[src/rtl/alu_exec_unit_if.sv]
// Issue/result bundle between the sequencer and the accumulator execute stage.
// The sequencer drives the issue fields; the execute stage returns status and the update record.
interface alu_exec_unit_if #(
  parameter int unsigned WIDTH = 12
);
  logic             start;
  logic [3:0]       opcode_in;
  logic [WIDTH-1:0] operand;
  logic             busy;
  logic [WIDTH-1:0] AC;
  logic             AC_update;
  logic [3:0]       opcode;
  logic [WIDTH-1:0] op1;
  logic [WIDTH-1:0] op2;
  logic [WIDTH-1:0] AC_result;

  modport master (
    output start, opcode_in, operand,
    input  busy, AC, AC_update, opcode, op1, op2, AC_result
  );

  modport slave (
    input  start, opcode_in, operand,
    output busy, AC, AC_update, opcode, op1, op2, AC_result
  );
endinterface

[src/rtl/alu_exec_unit.sv]
// Accumulator execute stage: single-cycle ALU ops plus a shift-add multiplier,
// publishing a one-cycle update record for flags_setter when each op completes.
module alu_exec_unit #(
  parameter int unsigned WIDTH      = 12,
  parameter int unsigned MUL_CYCLES = 12
) (
  input logic           clk,
  input logic           rst,
  alu_exec_unit_if.slave bus
);
  localparam int unsigned CNT_W = (MUL_CYCLES > 1) ? $clog2(MUL_CYCLES) : 1;
  localparam int unsigned PW    = 2 * WIDTH;

  localparam logic [3:0] OP_CMP = 4'b0100;
  localparam logic [3:0] OP_MUL = 4'b0101;
  localparam logic [3:0] OP_ADD = 4'b1001;
  localparam logic [3:0] OP_SUB = 4'b1010;
  localparam logic [3:0] OP_AND = 4'b1011;
  localparam logic [3:0] OP_OR  = 4'b1100;
  localparam logic [3:0] OP_XOR = 4'b1101;
  localparam logic [3:0] OP_SHL = 4'b1110;
  localparam logic [3:0] OP_SHR = 4'b1111;

  typedef enum logic [1:0] {IDLE, EXEC, MUL, DONE} state_t;

  state_t           state;
  logic [CNT_W-1:0] cnt;
  logic             mul_fin;
  logic [PW-1:0]    mcand;
  logic [WIDTH-1:0] mplier;
  logic [PW-1:0]    prod;
  logic [WIDTH-1:0] alu_res_c;
  logic             single_op_c;
  logic             prod_hi_unused;

  // Only the low half of the partial product reaches the accumulator.
  assign prod_hi_unused = ^prod[PW-1:WIDTH];

  always_comb begin
    single_op_c = 1'b0;
    case (bus.opcode_in)
      OP_ADD, OP_SUB, OP_CMP, OP_AND, OP_OR, OP_XOR, OP_SHL, OP_SHR: single_op_c = 1'b1;
      default: single_op_c = 1'b0;
    endcase
  end

  // Single-cycle result from the operands latched at issue.
  always_comb begin
    alu_res_c = '0;
    case (bus.opcode)
      OP_ADD:         alu_res_c = bus.op1 + bus.op2;
      OP_SUB, OP_CMP: alu_res_c = bus.op1 - bus.op2;
      OP_AND:         alu_res_c = bus.op1 & bus.op2;
      OP_OR:          alu_res_c = bus.op1 | bus.op2;
      OP_XOR:         alu_res_c = bus.op1 ^ bus.op2;
      OP_SHL:         alu_res_c = bus.op1 << 1;
      OP_SHR:         alu_res_c = bus.op1 >> 1;
      default:        alu_res_c = '0;
    endcase
  end

  always_ff @(posedge clk) begin
    if (rst) begin
      state         <= IDLE;
      cnt           <= '0;
      mul_fin       <= 1'b0;
      mcand         <= '0;
      mplier        <= '0;
      prod          <= '0;
      bus.busy      <= 1'b0;
      bus.AC        <= '0;
      bus.AC_update <= 1'b0;
      bus.opcode    <= '0;
      bus.op1       <= '0;
      bus.op2       <= '0;
      bus.AC_result <= '0;
    end else begin
      case (state)
        IDLE: begin
          if (bus.start && (single_op_c || bus.opcode_in == OP_MUL)) begin
            bus.op1    <= bus.AC;
            bus.op2    <= bus.operand;
            bus.opcode <= bus.opcode_in;
            bus.busy   <= 1'b1;
            if (bus.opcode_in == OP_MUL) begin
              mcand   <= {{WIDTH{1'b0}}, bus.operand};
              mplier  <= bus.AC;
              prod    <= '0;
              cnt     <= '0;
              mul_fin <= 1'b0;
              state   <= MUL;
            end else begin
              state <= EXEC;
            end
          end
        end
        EXEC: begin
          bus.AC_result <= alu_res_c;
          bus.AC_update <= 1'b1;
          state         <= DONE;
        end
        MUL: begin
          // MUL_CYCLES shift-add steps, then one cycle to publish the product.
          if (mul_fin) begin
            bus.AC_result <= prod[WIDTH-1:0];
            bus.AC_update <= 1'b1;
            state         <= DONE;
          end else begin
            if (mplier[0]) prod <= prod + mcand;
            mcand  <= mcand << 1;
            mplier <= mplier >> 1;
            if (cnt == CNT_W'(MUL_CYCLES - 1)) mul_fin <= 1'b1;
            else                               cnt     <= cnt + CNT_W'(1);
          end
        end
        DONE: begin
          bus.AC_update <= 1'b0;
          bus.busy      <= 1'b0;
          if (bus.opcode != OP_CMP) bus.AC <= bus.AC_result;
          state <= IDLE;
        end
        default: state <= IDLE;
      endcase
    end
  end
endmodule

[src/flat_wrapper.sv]
// flat-port wrapper written by rule: the top's interface ports become plain ports
module alu_exec_unit_flat 
#(
  parameter int unsigned WIDTH      = 12,
  parameter int unsigned MUL_CYCLES = 12
)
  (clk, rst, bus_start, bus_opcode_in, bus_operand, bus_busy, bus_AC, bus_AC_update, bus_opcode, bus_op1, bus_op2, bus_AC_result);
  alu_exec_unit_if #(.WIDTH(WIDTH)) bus_i ();
  input logic clk;
  input logic rst;
  input wire logic [$bits(bus_i.start)-1:0] bus_start;
  input wire logic [$bits(bus_i.opcode_in)-1:0] bus_opcode_in;
  input wire logic [$bits(bus_i.operand)-1:0] bus_operand;
  output wire logic [$bits(bus_i.busy)-1:0] bus_busy;
  output wire logic [$bits(bus_i.AC)-1:0] bus_AC;
  output wire logic [$bits(bus_i.AC_update)-1:0] bus_AC_update;
  output wire logic [$bits(bus_i.opcode)-1:0] bus_opcode;
  output wire logic [$bits(bus_i.op1)-1:0] bus_op1;
  output wire logic [$bits(bus_i.op2)-1:0] bus_op2;
  output wire logic [$bits(bus_i.AC_result)-1:0] bus_AC_result;
  assign bus_i.start = bus_start;
  assign bus_i.opcode_in = bus_opcode_in;
  assign bus_i.operand = bus_operand;
  assign bus_busy = bus_i.busy;
  assign bus_AC = bus_i.AC;
  assign bus_AC_update = bus_i.AC_update;
  assign bus_opcode = bus_i.opcode;
  assign bus_op1 = bus_i.op1;
  assign bus_op2 = bus_i.op2;
  assign bus_AC_result = bus_i.AC_result;
  alu_exec_unit #(.WIDTH(WIDTH), .MUL_CYCLES(MUL_CYCLES)) u_core (.clk(clk), .rst(rst), .bus(bus_i));
endmodule
[config.mk]
export PLATFORM = sky130hd
export DESIGN_NAME = alu_exec_unit_flat
export DESIGN_NICKNAME = d
export VERILOG_FILES = /design/src/rtl/alu_exec_unit_if.sv /design/src/rtl/alu_exec_unit.sv /design/src/flat_wrapper.sv
export SDC_FILE = /design/constraint.sdc
export NUM_CORES = 1
export LEC_CHECK = 0
export ABC_AREA = 1
export CORE_MARGIN = 2
export CORE_UTILIZATION = 61
export CTS_CLUSTER_SIZE = 14
export DETAILED_ROUTE_END_ITERATION = 12
export PLACE_DENSITY = 0.92
export SLEW_MARGIN = 10
export SYNTH_ARGS = -nofsm -noshare
export SYNTH_HDL_FRONTEND = slang
export SYNTH_SLANG_ARGS = --single-unit
[constraint.sdc]
create_clock -name clk -period 6.35 [get_ports clk]
set_input_delay 0.9525 -clock clk [delete_from_list [all_inputs] [get_ports clk]]
set_output_delay 0.9525 -clock clk [all_outputs]
set_load 0.005 [all_outputs]
-- After elaboration in Yosys (flattened, before gate mapping)
Memories as Yosys holds them, arrays and structs flattened.
Cells that the tools add are included.
- muxes and demuxes: 34
- bitwise operators: 3
- eq/ne operators: 20
- reductions and logical operators: 18
- $add $sub $neg: 4
- operators by type and width (kind ; count):
    2-to-1 mux 24 bit ; 7
    case mux 24 bit (2 select lines) ; 2
    case mux 12 bit (7 select lines) ; 1
    2-to-1 mux 12 bit ; 4
    case mux 12 bit (2 select lines) ; 2
    == test 4 bit, second input constant ; 8
    adder 24 bit ; 1
    2-to-1 mux 4 bit ; 4
    adder 12 bit ; 1
    AND 12 bit ; 1
    OR 12 bit ; 1
    AND reduction 2 bit ; 6
    subtractor 12 bit ; 1
    XOR 12 bit ; 1
    AND reduction 5 bit ; 2
    == test 4 x 3 -> 1 bit, second input constant ; 2
    != test 2 x 1 -> 1 bit, second input constant ; 4
    case mux 2 bit (4 select lines) ; 1
    case mux 4 bit (2 select lines) ; 1
    2-to-1 mux 1 bit ; 6
    2-to-1 mux 2 bit ; 3
    nonzero test 2 bit ; 3
    adder 4 x 1 -> 4 bit, second input constant ; 1
    == test 2 bit, second input constant ; 2
    12 further kinds ; 14
- logic and storage cells: 93
- bits in registers: 121
- input bits: 19
- memories kept: 1
- bits in read-only memories: 16
- memory list (memory ; words ; width ; read ports ; clocked after Yosys merged registers in ; write ports ; RTL line ; text):
    (no name shown) ; 16 ; 1 ; 1 ; 0 ; 0 ; alu_exec_unit.sv:41 ; case (bus.opcode_in)

-- Depth between registers and ports, before layout
Gate-level depths: netlist of the first run.
- depth after elaboration: 5
- mapped depth: 22
- gate-level depth less buffers: 22

-- Worst setup path after synthesis of the first run
No wires, ideal clock.
- path kind: reg2reg
- start: register u_core.bus.op2[0]
- end: register u_core.bus.AC_result[11]
- arrival time: 2.224 ns
- slack: 4.006 ns
- path buffers: 0
- period minus slack after synthesis: 2.344 ns
- stages on the path, launching flop included: 22
- required time: 6.231 ns
- setup time: 0.119 ns
- path through: dfxtp_1 inv_1 ha_1 nand2_1 nor2_1 nand3_1 nand2_1 o21ai_0 xor2_1 inv_1 ha_1 nand2_1 nor2_1 inv_1 nor2_1 nand2_1 nand3_1 nand3_1 nand3_1 nand2_1 nand2_1 a21oi_1
- word-level cells in the longest chain between the ends: 3
- elaborated cells on any way between the ends: 4
- those cells by class: add/sub (2); mux (2)
- RTL lines (item ; RTL line ; text):
    from (decl) ; alu_exec_unit_if.sv:24 ; output busy, AC, AC_update, opcode, op1, op2, AC_result
    from (signal assigned) ; alu_exec_unit.sv:82 ; bus.op2 <= bus.operand;
    subtractor 12 bit / adder 12 bit (equally long branches) ; alu_exec_unit.sv:52, alu_exec_unit.sv:51 ;
    case mux 12 bit (7 select lines) (*) ; alu_exec_unit.sv:50 ; case (bus.opcode)
    case mux 12 bit (2 select lines) (*) ; alu_exec_unit.sv:78 ; case (state)
    to (signal assigned) ; alu_exec_unit.sv:98 ; bus.AC_result <= alu_res_c;
    to (signal assigned) ; alu_exec_unit.sv:105 ; bus.AC_result <= prod[WIDTH-1:0];
    to (decl) ; alu_exec_unit_if.sv:24 ;
Mark *: on every way between the ends. The rest lies on a longest branch, timed or not.
A chain may end at the register's enable or synchronous reset.

-- Final worst setup path of the first run
- start: input port bus_opcode_in[2]
- end: register u_core.bus.op1[9]
- word-level cells in the longest chain between the ends: 4
- elaborated cells on any way between the ends: 5
- those cells by class: eq/ne (1); reduce/logical (3); memory (1)
- RTL lines (item ; RTL line ; text):
    from (decl) ; flat_wrapper.sv:12 ; input wire logic [$bits(bus_i.opcode_in)-1:0] bus_opcode_in;
    memory read (16 x 1 bit) / == test 4 x 3 -> 1 bit (equally long branches) ; -- ;
    logical OR 1 bit (*) ; alu_exec_unit.sv:80 ; if (bus.start && (single_op_c || bus.opcode_in == OP_MUL)) begin
    logical AND 1 bit (*) ; alu_exec_unit.sv:80 ;
    AND reduction 2 bit (no line) (*) ; -- ;
    to (signal assigned) ; alu_exec_unit.sv:81 ; bus.op1 <= bus.AC;
    to (decl) ; alu_exec_unit_if.sv:24 ;
Marks and branches as above.

==> results of run 1 <==
worst max-delay path, cell delays in order:
cell	delay, ps
clkdlybuf4s50_1	510
inv_1	90
o21ai_1	320
nand3_2	780
o21ai_0	520
a21oi_1	90
cells in the final DEF, fill, tap and decap left out, types with 5 or more instances in the layout:
cell type and count:
nand2_1 190, dfxtp_1 97, a21oi_1 84, inv_1 81
o21ai_0 81, nor2_1 73, clkdlybuf4s50_1 72, ha_1 51
nand3_1 34, o21ai_1 19, a31oi_2 17, xor2_1 13
clkbuf_8 10, nor3_1 8, o22ai_1 7, nand3_2 5
a31oi_1 5
sequential cells by signal, indices dropped and copies added (netlist names):
| register | cells |
|---|---|
| u_core.mul_fin | 1 |
| u_core.bus.busy | 1 |
| u_core.prod | 12 |
| u_core.bus.op1 | 12 |
| u_core.bus.op2 | 12 |
| u_core.bus.AC_update | 1 |
| u_core.state | 2 |
| u_core.bus.opcode | 4 |
| u_core.cnt | 4 |
| u_core.bus.AC_result | 12 |
| u_core.mplier | 12 |
| u_core.mcand | 12 |
| u_core.bus.AC | 12 |
per-stage QoR:
step | hold WS (ps) | utilization
after floorplan | 445 | -
after global placement | 455 | 0.701
after detailed placement | 459 | 0.701
after CTS | 472 | 0.722
after global routing | 495 | 0.722
final | 478 | 0.722
worst paths after layout:
check | from | endpoint | slack, ps | cells after the start
worst max-delay path | bus_opcode_in[2] | u_core.bus.op1[9] | 3310 | 6
worst min-delay path | u_core.mplier[11] | u_core.mplier[11] | 480 | 2
worst max register to register | u_core.bus.opcode[2] | u_core.bus.AC_result[3] | 3420 | 17
worst min register to register | u_core.mplier[11] | u_core.mplier[11] | 480 | 2
cell type report:
type,count,area (um2)
Inverter,82,315
Sequential cell,97,1940
Multi-Input combinational cell,643,3680
Clock inverter,5,63.8
Tap cell,133,166
Fill cell,772,2710
Clock buffer,11,141
Timing Repair Buffer,76,751
cells by family after synthesis:
family          share of synthesized area
compound gates                      0.234
xor+xnor                           0.0228
fa+ha+maj                           0.110
buf+inv                            0.0861
flops                               0.316
simple gates                        0.230
layer usage:
metal,vias to the layer above,wire (um),global-route usage
met2,346,7920,0.510
li1,2975,-,-
met4,0,515,0.128
met5,-,0,0
met3,41,1500,0.0476
met1,2824,7150,0.414
power groups by stage:
| stage | registers (mW) | logic [mW] | clock network (mW) |
|---|---|---|---|
| floorplan | 0.879 | 1.10 | 0 |
| global placement | 0.914 | 1.41 | 0 |
| detailed placement | 0.919 | 1.46 | 0 |
| CTS | 0.908 | 1.48 | 0.418 |
| global route | 0.931 | 1.68 | 0.445 |
| finish | 0.914 | 1.50 | 0.417 |
==> impl_metrics.env, run 1 <==
export IMPL_synthArstFlopShare=0
export IMPL_setup_tns_ps=0
export IMPL_cts_root_buf="clkbuf_8"
export IMPL_clk_latency_ps=370
export IMPL_synthTopCellsByCount="nand2_1, dfxtp_1, a21oi_1, inv_1, o21ai_0"
export IMPL_cts_tree="built"
export IMPL_yosys_area_top_type="dfxtp_1"
export IMPL_power_mw=2.83
export IMPL_dpl_cell_area_mm2=0.00686
export IMPL_grt_pass1_vias=5591
export IMPL_dp_slack_ps=2990
export IMPL_stdcell_count=1047
export IMPL_worst_setup_path_start_kind="primary input"
export IMPL_area_delta_synth_final_pct=14.9
export IMPL_grtUsageTotal=0.313
export IMPL_ys_warn_count=0
export IMPL_cts_resized=0
export IMPL_worst_slack_ps=3310
export IMPL_syn_num_nets=933
export IMPL_grt_max_degree=80
export IMPL_slew_headroom=0.387
export IMPL_worstPathArrival_ps=3270
export IMPL_finClkSkew_ps=13.7
export IMPL_intPower_mw=1.51
export IMPL_power_switching_mw=1.33
export IMPL_fin_crit_ps=3040
export IMPL_nets=981
export IMPL_antenna_found_initial=0
export IMPL_htreeDepth=3
export IMPL_wl_um=17100
export IMPL_drive_above_1_share=0.0667
export IMPL_clkSinkCount=97
export IMPL_p_seq_frac=0.322
export IMPL_numPortBuffers=72
export IMPL_dr_first_iter_drc_count=665
export IMPL_routabilityCongestion=0.899
export IMPL_dr_total_vias=6186
export IMPL_combPwrFrac=0.530
export IMPL_ctsHoldBuffers=0
export IMPL_synth_main_ff_cell="dfxtp_1"
export IMPL_worst_pin_slew_ps=918
export IMPL_stdcell_area_mm2=0.00706
export IMPL_period_share=0.479
export IMPL_grt_overflow=0
export IMPL_yosysMostFrequentCell="nand2_1"
export IMPL_ir_drop_mv=0.306
export IMPL_fmax_ghz=0.329
export IMPL_leakage_nw=3.04
export IMPL_die_w_um=104
export IMPL_first_pass_iters=7
export IMPL_criticalPathCategory="primary input to flip-flop"
export IMPL_status="finished, final reports clean"
export IMPL_ant_nets=0
export IMPL_place_hpwl_um=12400
export IMPL_hp_class="flip-flop to flip-flop"
export IMPL_rows=36
export IMPL_synthTopCellsByArea="dfxtp_1, nand2_1, ha_1"
export IMPL_synth_edf_count=0
export IMPL_die_h_um=104
export IMPL_synth_cell_types=50
export IMPL_synth_seq_cells=97
export IMPL_die_area_mm2=0.0109
export IMPL_drc=0
export IMPL_ios=73
export IMPL_setup_violations=0
export IMPL_grt_first_pass_wirelength_um=27800
export IMPL_hold_violations=0
export IMPL_switching_share=0.467
export IMPL_crit_fanout=57
export IMPL_synth_cells=861
export IMPL_cts_max_path_buffers=2
export IMPL_cts_setup_buffers=0
export IMPL_worstPathRequired_ps=6570
export IMPL_power_density_mw_per_mm2=402
export IMPL_core_mm2=0.00977
export IMPL_viasPerCell=5.91
export IMPL_maxCapViolations=0
export IMPL_wl_per_cell_um=16.3
export IMPL_syn_area_mm2=0.00615
export IMPL_clk_pin_slew_worst_paths_ps=100
export IMPL_numCtsBuffers=9
export IMPL_start_util=0.629
export IMPL_diodes=0
export IMPL_synth_top_cell_area_share=0.316
export IMPL_clkPwrFrac=0.147
export IMPL_rsz0062_at_grt="no"
export IMPL_final_max_slew_viol_count=0
export IMPL_critPathCaptureType="flip-flop"
export IMPL_dp_cells=1031
export IMPL_yosysSeqAreaShare=0.316
export IMPL_syn_avg_cell_area_um2=7.14
Power figures use the tool's default switching activity.
==> run 2, diff against run 1 <==
- CORE_UTILIZATION: 61 -> 51
- PLACE_DENSITY: 0.92 -> 0.83
- clock period: 6.35 -> 2.5 ns (I/O delays scaled with it)
==> run 2 against run 1 <==
Against the previous run: the run now ends with setup timing left; global-route usage decreased by 3.5 points; first-iteration DRC count decreased by 16%; sequential power increased to 2.5 times the previous value; largest cell class unchanged; critical endpoint is now u_core.bus.AC_result[11]; clock power increased to 3.3 times the previous value; largest power group unchanged; wire length increased by 9.1%; final cell count increased by 5.0%; sequential cell count unchanged; sequential share of layout area decreased by 2.4 points.
==> impl_metrics.env, run 2 (synthesis results as in run 1) <==
export IMPL_nets=1019
export IMPL_crit_path_start="u_core.bus.op2[0]"
export IMPL_htreeDepth=3
export IMPL_ios=73
export IMPL_core_mm2=0.0119
export IMPL_wl_met3_um=1450
export IMPL_diodes=0
export IMPL_grt_pass1_vias=5621
export IMPL_slew_headroom=0.656
export IMPL_criticalPathCategory="flip-flop to flip-flop"
export IMPL_fin_crit_ps=2600
export IMPL_stdcell_count=1099
export IMPL_mostFrequentLayoutCells="nand2_1, dfxtp_1, o21ai_0"
export IMPL_final_common_cell="nand2_1"
export IMPL_worstPathRequired_ps=2790
export IMPL_die_h_um=114
export IMPL_hp_class="flip-flop to flip-flop"
export IMPL_fillers=963
export IMPL_cpMostUsedCell="nand2_1"
export IMPL_grt_max_degree=80
export IMPL_clkSinkCount=97
export IMPL_ctsHoldBuffers=0
export IMPL_dr_total_vias=6412
export IMPL_dr_first_iter_drc_count=558
export IMPL_cpPeakStageDelay_ps=370
export IMPL_clk_pin_slew_worst_paths_ps=70
export IMPL_first_pass_iters=5
export IMPL_place_hpwl_um=12900
export IMPL_worst_slack_ps=-104
export IMPL_worstReg2RegStart="u_core.bus.op2[0]"
export IMPL_numCtsBuffers=9
export IMPL_drive_above_1_share=0.186
export IMPL_drc=0
export IMPL_path_cells="inv_2, ha_4, nand2_4, nor2_4, nand3_2, nor3_2, nor2_1, xor2_1, ha_1, nand2_2, nor2_2, inv_1, nor2_1, nand2_1, nand3_2, inv_1, nand2_1, nand3_1, nand2_1, nand2_1, a21oi_2"
export IMPL_violations="setup timing"
export IMPL_die_w_um=114
export IMPL_grt_first_pass_wirelength_um=28400
export IMPL_critPathTopFamily="simple AND/OR/NAND/NOR gates"
export IMPL_cts_max_path_buffers=2
export IMPL_wl_per_cell_um=17.0
export IMPL_critPathBufInv=3
export IMPL_cts_root_buf="clkbuf_16"
export IMPL_worst_pin_slew_ps=514
export IMPL_final_max_slew_viol_count=0
export IMPL_viasPerCell=5.83
export IMPL_leakage_nw=3.34
export IMPL_antenna_found_initial=0
export IMPL_area_delta_synth_final_pct=26.5
export IMPL_ant_nets=0
export IMPL_dp_cells=1073
export IMPL_rsz0062_at_grt="yes"
export IMPL_power_mw=8.49
export IMPL_cts_tree="built"
export IMPL_power_density_mw_per_mm2=1090
export IMPL_critPathCaptureType="flip-flop"
export IMPL_maxCapViolations=0
export IMPL_regArea_mm2=0.00195
export IMPL_period_share=1.04
export IMPL_finalCoreUtilization=0.653
export IMPL_hold_violations=0
export IMPL_ir_drop_mv=0.786
export IMPL_status="finished, violations left"
export IMPL_grt_overflow=0
export IMPL_grtUsageTotal=0.278
export IMPL_clk_latency_ps=350
export IMPL_fmax_ghz=0.384
export IMPL_worstPathArrival_ps=2890
export IMPL_worst_path_max_delay_cell="ha_1"
export IMPL_rows=40
export IMPL_setup_violations=5
export IMPL_finClkSkew_ps=7.21
export IMPL_start_util=0.516
export IMPL_routabilityCongestion=0.914
export IMPL_numPortBuffers=72
export IMPL_route_met2_wl_um=8760
export IMPL_highest_layer="met4"
export IMPL_wl_um=18600
export IMPL_multi_input_area_mm2=0.00397
export IMPL_die_area_mm2=0.0129
export IMPL_crit_fanout=4
export IMPL_wl_met1_um=7800
export IMPL_worst_setup_path_start_kind="flip-flop"
export IMPL_hold_start="u_core.mplier[1]"
## run 2: worst register-to-register path, cell delays in order (launching register included)
cell and delay [ps]:
dfxtp_2 320, inv_2 80, ha_4 160, nand2_4 60, nor2_4 100, nand3_2 140
nor3_2 170, nor2_1 70, xor2_1 140, ha_1 370, nand2_2 100, nor2_2 130
inv_1 60, nor2_1 110, nand2_1 80, nand3_2 80, inv_1 40, nand2_1 50
nand3_1 60, nand2_1 70, nand2_1 60, a21oi_2 120
## run 2: per-stage QoR
| step | hold WS (ps) | setup TNS (ps) | worst slack (ps) | cell area (um2) |
|---|---|---|---|---|
| final | 470 | -394 | -104 | 7770 |
| after global routing | 488 | -1180 | -306 | 7770 |
| after CTS | 469 | 0 | 18.0 | 7480 |
| after detailed placement | 464 | -36.1 | -30.9 | 7110 |
| after global placement | 459 | 0 | 21.6 | 7110 |
| after floorplan | 445 | 0 | 156 | 6150 |
## run 2: power by group
group          internal (mW)  switching [mW]
Clock                  0.785           0.579
Sequential              1.94           0.378
Combinational           1.92            2.89
Total                   4.65            3.84
## run 2: timing repair
item                                    4_1_cts  5_1_grt
resized for setup                            16       86
endpoints found under the setup margin        8       10
cloned                                        0        1
endpoints found under the hold margin         0        0
setup buffers                                 3        6
pin swaps                                     7       39
## run 2: final timing paths
kind	end	slack, ps	cells after the start
max	u_core.bus.AC_result[11]	-100	21
min	u_core.mplier[0]	470	2
max reg2reg	u_core.bus.AC_result[11]	-100	21
min reg2reg	u_core.mplier[0]	470	2
## run 2: final cells by class
| cell class | instances | area share |
|---|---|---|
| multi-input cells | 644 | 0.510 |
| flip-flops and latches | 97 | 0.251 |
| clock inverters | 1 | 0.000966 |
| inverters | 82 | 0.0406 |
| repair buffers | 113 | 0.136 |
| clock buffers | 15 | 0.0370 |
| well taps | 147 | 0.0237 |
## run 2: layer usage
layer | GRT usage | vias to the layer above
li1 | - | 3051
met1 | 0.375 | 3007
met2 | 0.456 | 310
met3 | 0.0319 | 44
met4 | 0.109 | 0
met5 | 0 | -
==> RTL change: new RTL, settings of run 1 <==
The 4 states of `state_t` get a one-hot encoding in 4 bits.
--- a/src/rtl/alu_exec_unit.sv
+++ b/src/rtl/alu_exec_unit.sv
@@ -22,5 +22,5 @@
   localparam logic [3:0] OP_SHR = 4'b1111;
 
-  typedef enum logic [1:0] {IDLE, EXEC, MUL, DONE} state_t;
+  typedef enum logic [3:0] {IDLE = 4'b0001, EXEC = 4'b0010, MUL = 4'b0100, DONE = 4'b1000} state_t;
 
   state_t           state;
Behaviour: no difference found for any inputs over 4 cycles, from zero or initial values and one cycle with rst high; so few cycles prove little.
==> RTL change against run 1 <==
- via count rose by 0.84%
- final area fell by 0.87%
- total power fell by 15%
- count of clock-buffer cells in the layout fell by 1
- critical endpoint is now u_core.mplier[11]
- utilization fell by 0.30 points
- sequential cell count rose by 2
- routed wire length fell by 3.7%
- synthesized area fell by 1.0%
- maximum frequency fell by 9.3%
- worst setup slack got worse by 0.31 ns
==> RTL change: results (changes against run 1) <==
Overall Global Routing Usage 30.7% (was 31.3%); leakage component of the power 3.13 nW (was 3.04 nW); Seq/Total Area, Yosys 32.6% (was 31.6%); post-synthesis share of cell area spent on xor and xnor gates 2.16% (was 2.28%); tightest slew margin relative to the limit 37.5% (was 38.7%); worst-case register-to-register setup slack 3.35 ns (was 3.42 ns); Worst Reg2Reg Path Length in Cells 7 (was 17); Synthesized Nets 967 (was 933); share of final-layout standard cells stronger than drive strength 1 4.11% (was 6.67%); longest individual stage delay on the worst path 0.72 ns (was 0.78 ns); run status completed (unchanged); Placement Setup Slack 2.64 ns (was 2.99 ns); top cells by area, synth sky130_fd_sc_hd__dfxtp_1 33%, sky130_fd_sc_hd__nand2_1 13%, sky130_fd_sc_hd__ha_1 9.9%, sky130_fd_sc_hd__o21ai_0 6.3%, sky130_fd_sc_hd__inv_1 5.7% (was sky130_fd_sc_hd__dfxtp_1 32%, sky130_fd_sc_hd__nand2_1 12%, sky130_fd_sc_hd__ha_1 10%, sky130_fd_sc_hd__a21oi_1 6.8%, sky130_fd_sc_hd__o21ai_0 6.6%); final layout net count 1,013 (was 981); router iterations before antenna repair 5 (was 7); slowest library cell on the worst path sky130_fd_sc_hd__nand3_2 (unchanged); final worst path period share 52.8% (was 47.9%); Inst Count DP 1,066 (was 1,031); post-route worst hold slack 0.477 ns (was 0.478 ns); crit-path max FO 58 (was 57); compound-gate portion of the synthesized area 19.7% (was 23.4%); placer's final routability congestion estimate 0.921 (was 0.899); top cells by count, synth 216 x sky130_fd_sc_hd__nand2_1, 99 x sky130_fd_sc_hd__dfxtp_1, 92 x sky130_fd_sc_hd__inv_1 (was 190 x sky130_fd_sc_hd__nand2_1, 97 x sky130_fd_sc_hd__dfxtp_1, 84 x sky130_fd_sc_hd__a21oi_1); average via count per standard cell 5.77 (was 5.91); instance count along the most critical hold path 1 (was 2); per-cell routed wire length 15.2 um (was 16.3 um); cell area after placement 6790 um^2 (was 6860 um^2); Cell variety after synth 41 (was 50); via count of the first global-routing pass 5,654 (was 5,591); peak supply drop 0.000158 V (was 0.000306 V); HPWL after detailed placement 12.3 mm (was 12.4 mm)
RTL change: cell count changes after synthesis, sizes merged, moves of 5 or more:
cell          run 1  this run
nand2           194       220
a21oi            87        67
inv              82        98
nor2             79        93
nand4             4        11
a31oi            22        27
RTL change: final cells by class:
cell class | count | area [um^2]
flip-flops and latches | 99 | 1980
well taps | 133 | 166
fillers | 770 | 2730
clock inverters | 6 | 70.1
multi-input cells | 663 | 3550
clock buffers | 10 | 138
repair buffers | 73 | 728
inverters | 98 | 368
RTL change: per-layer routing:
layer  track usage, %  vias up  part of all wire, %
met5                0        -                    0
met4             11.1        0                  2.6
met3             2.82       33                  6.9
met2             51.5      283                   48
met1             41.3     2875                   43
li1                 -     3047                    -
RTL change: worst paths after layout:
kind / end / from
hold / removal: u_core.bus.busy / u_core.bus.busy
hold reg to reg: u_core.bus.busy / u_core.bus.busy
setup / recovery: u_core.mplier[11] / bus_opcode_in[2]
setup reg to reg: u_core.prod[4] / u_core.state[0]
RTL change: kinds of logic (layout without fill, tap and decap cells):
logic type,after synthesis,in the layout
adders and majority gates,50,50
DFF,99,99
and+or+nand+nor,379,379
buffers and inverters,136,187
xor gates and xnor gates,15,15
AOI/OAI and AO/OA,219,219
RTL change: worst max-delay path, delay by kind of cell:
kind | cells | cell delay (ns)
buffers and inverters | 3 | 0.68
AO/OA/AOI/OAI | 2 | 0.24
AND/OR/NAND/NOR | 5 | 1.68
RTL change: power breakdown:
group	switching [mW]	internal (mW)	total, mW
registers	0.112	0.728	0.840
clock network	0.230	0.197	0.427
logic	0.703	0.446	1.15
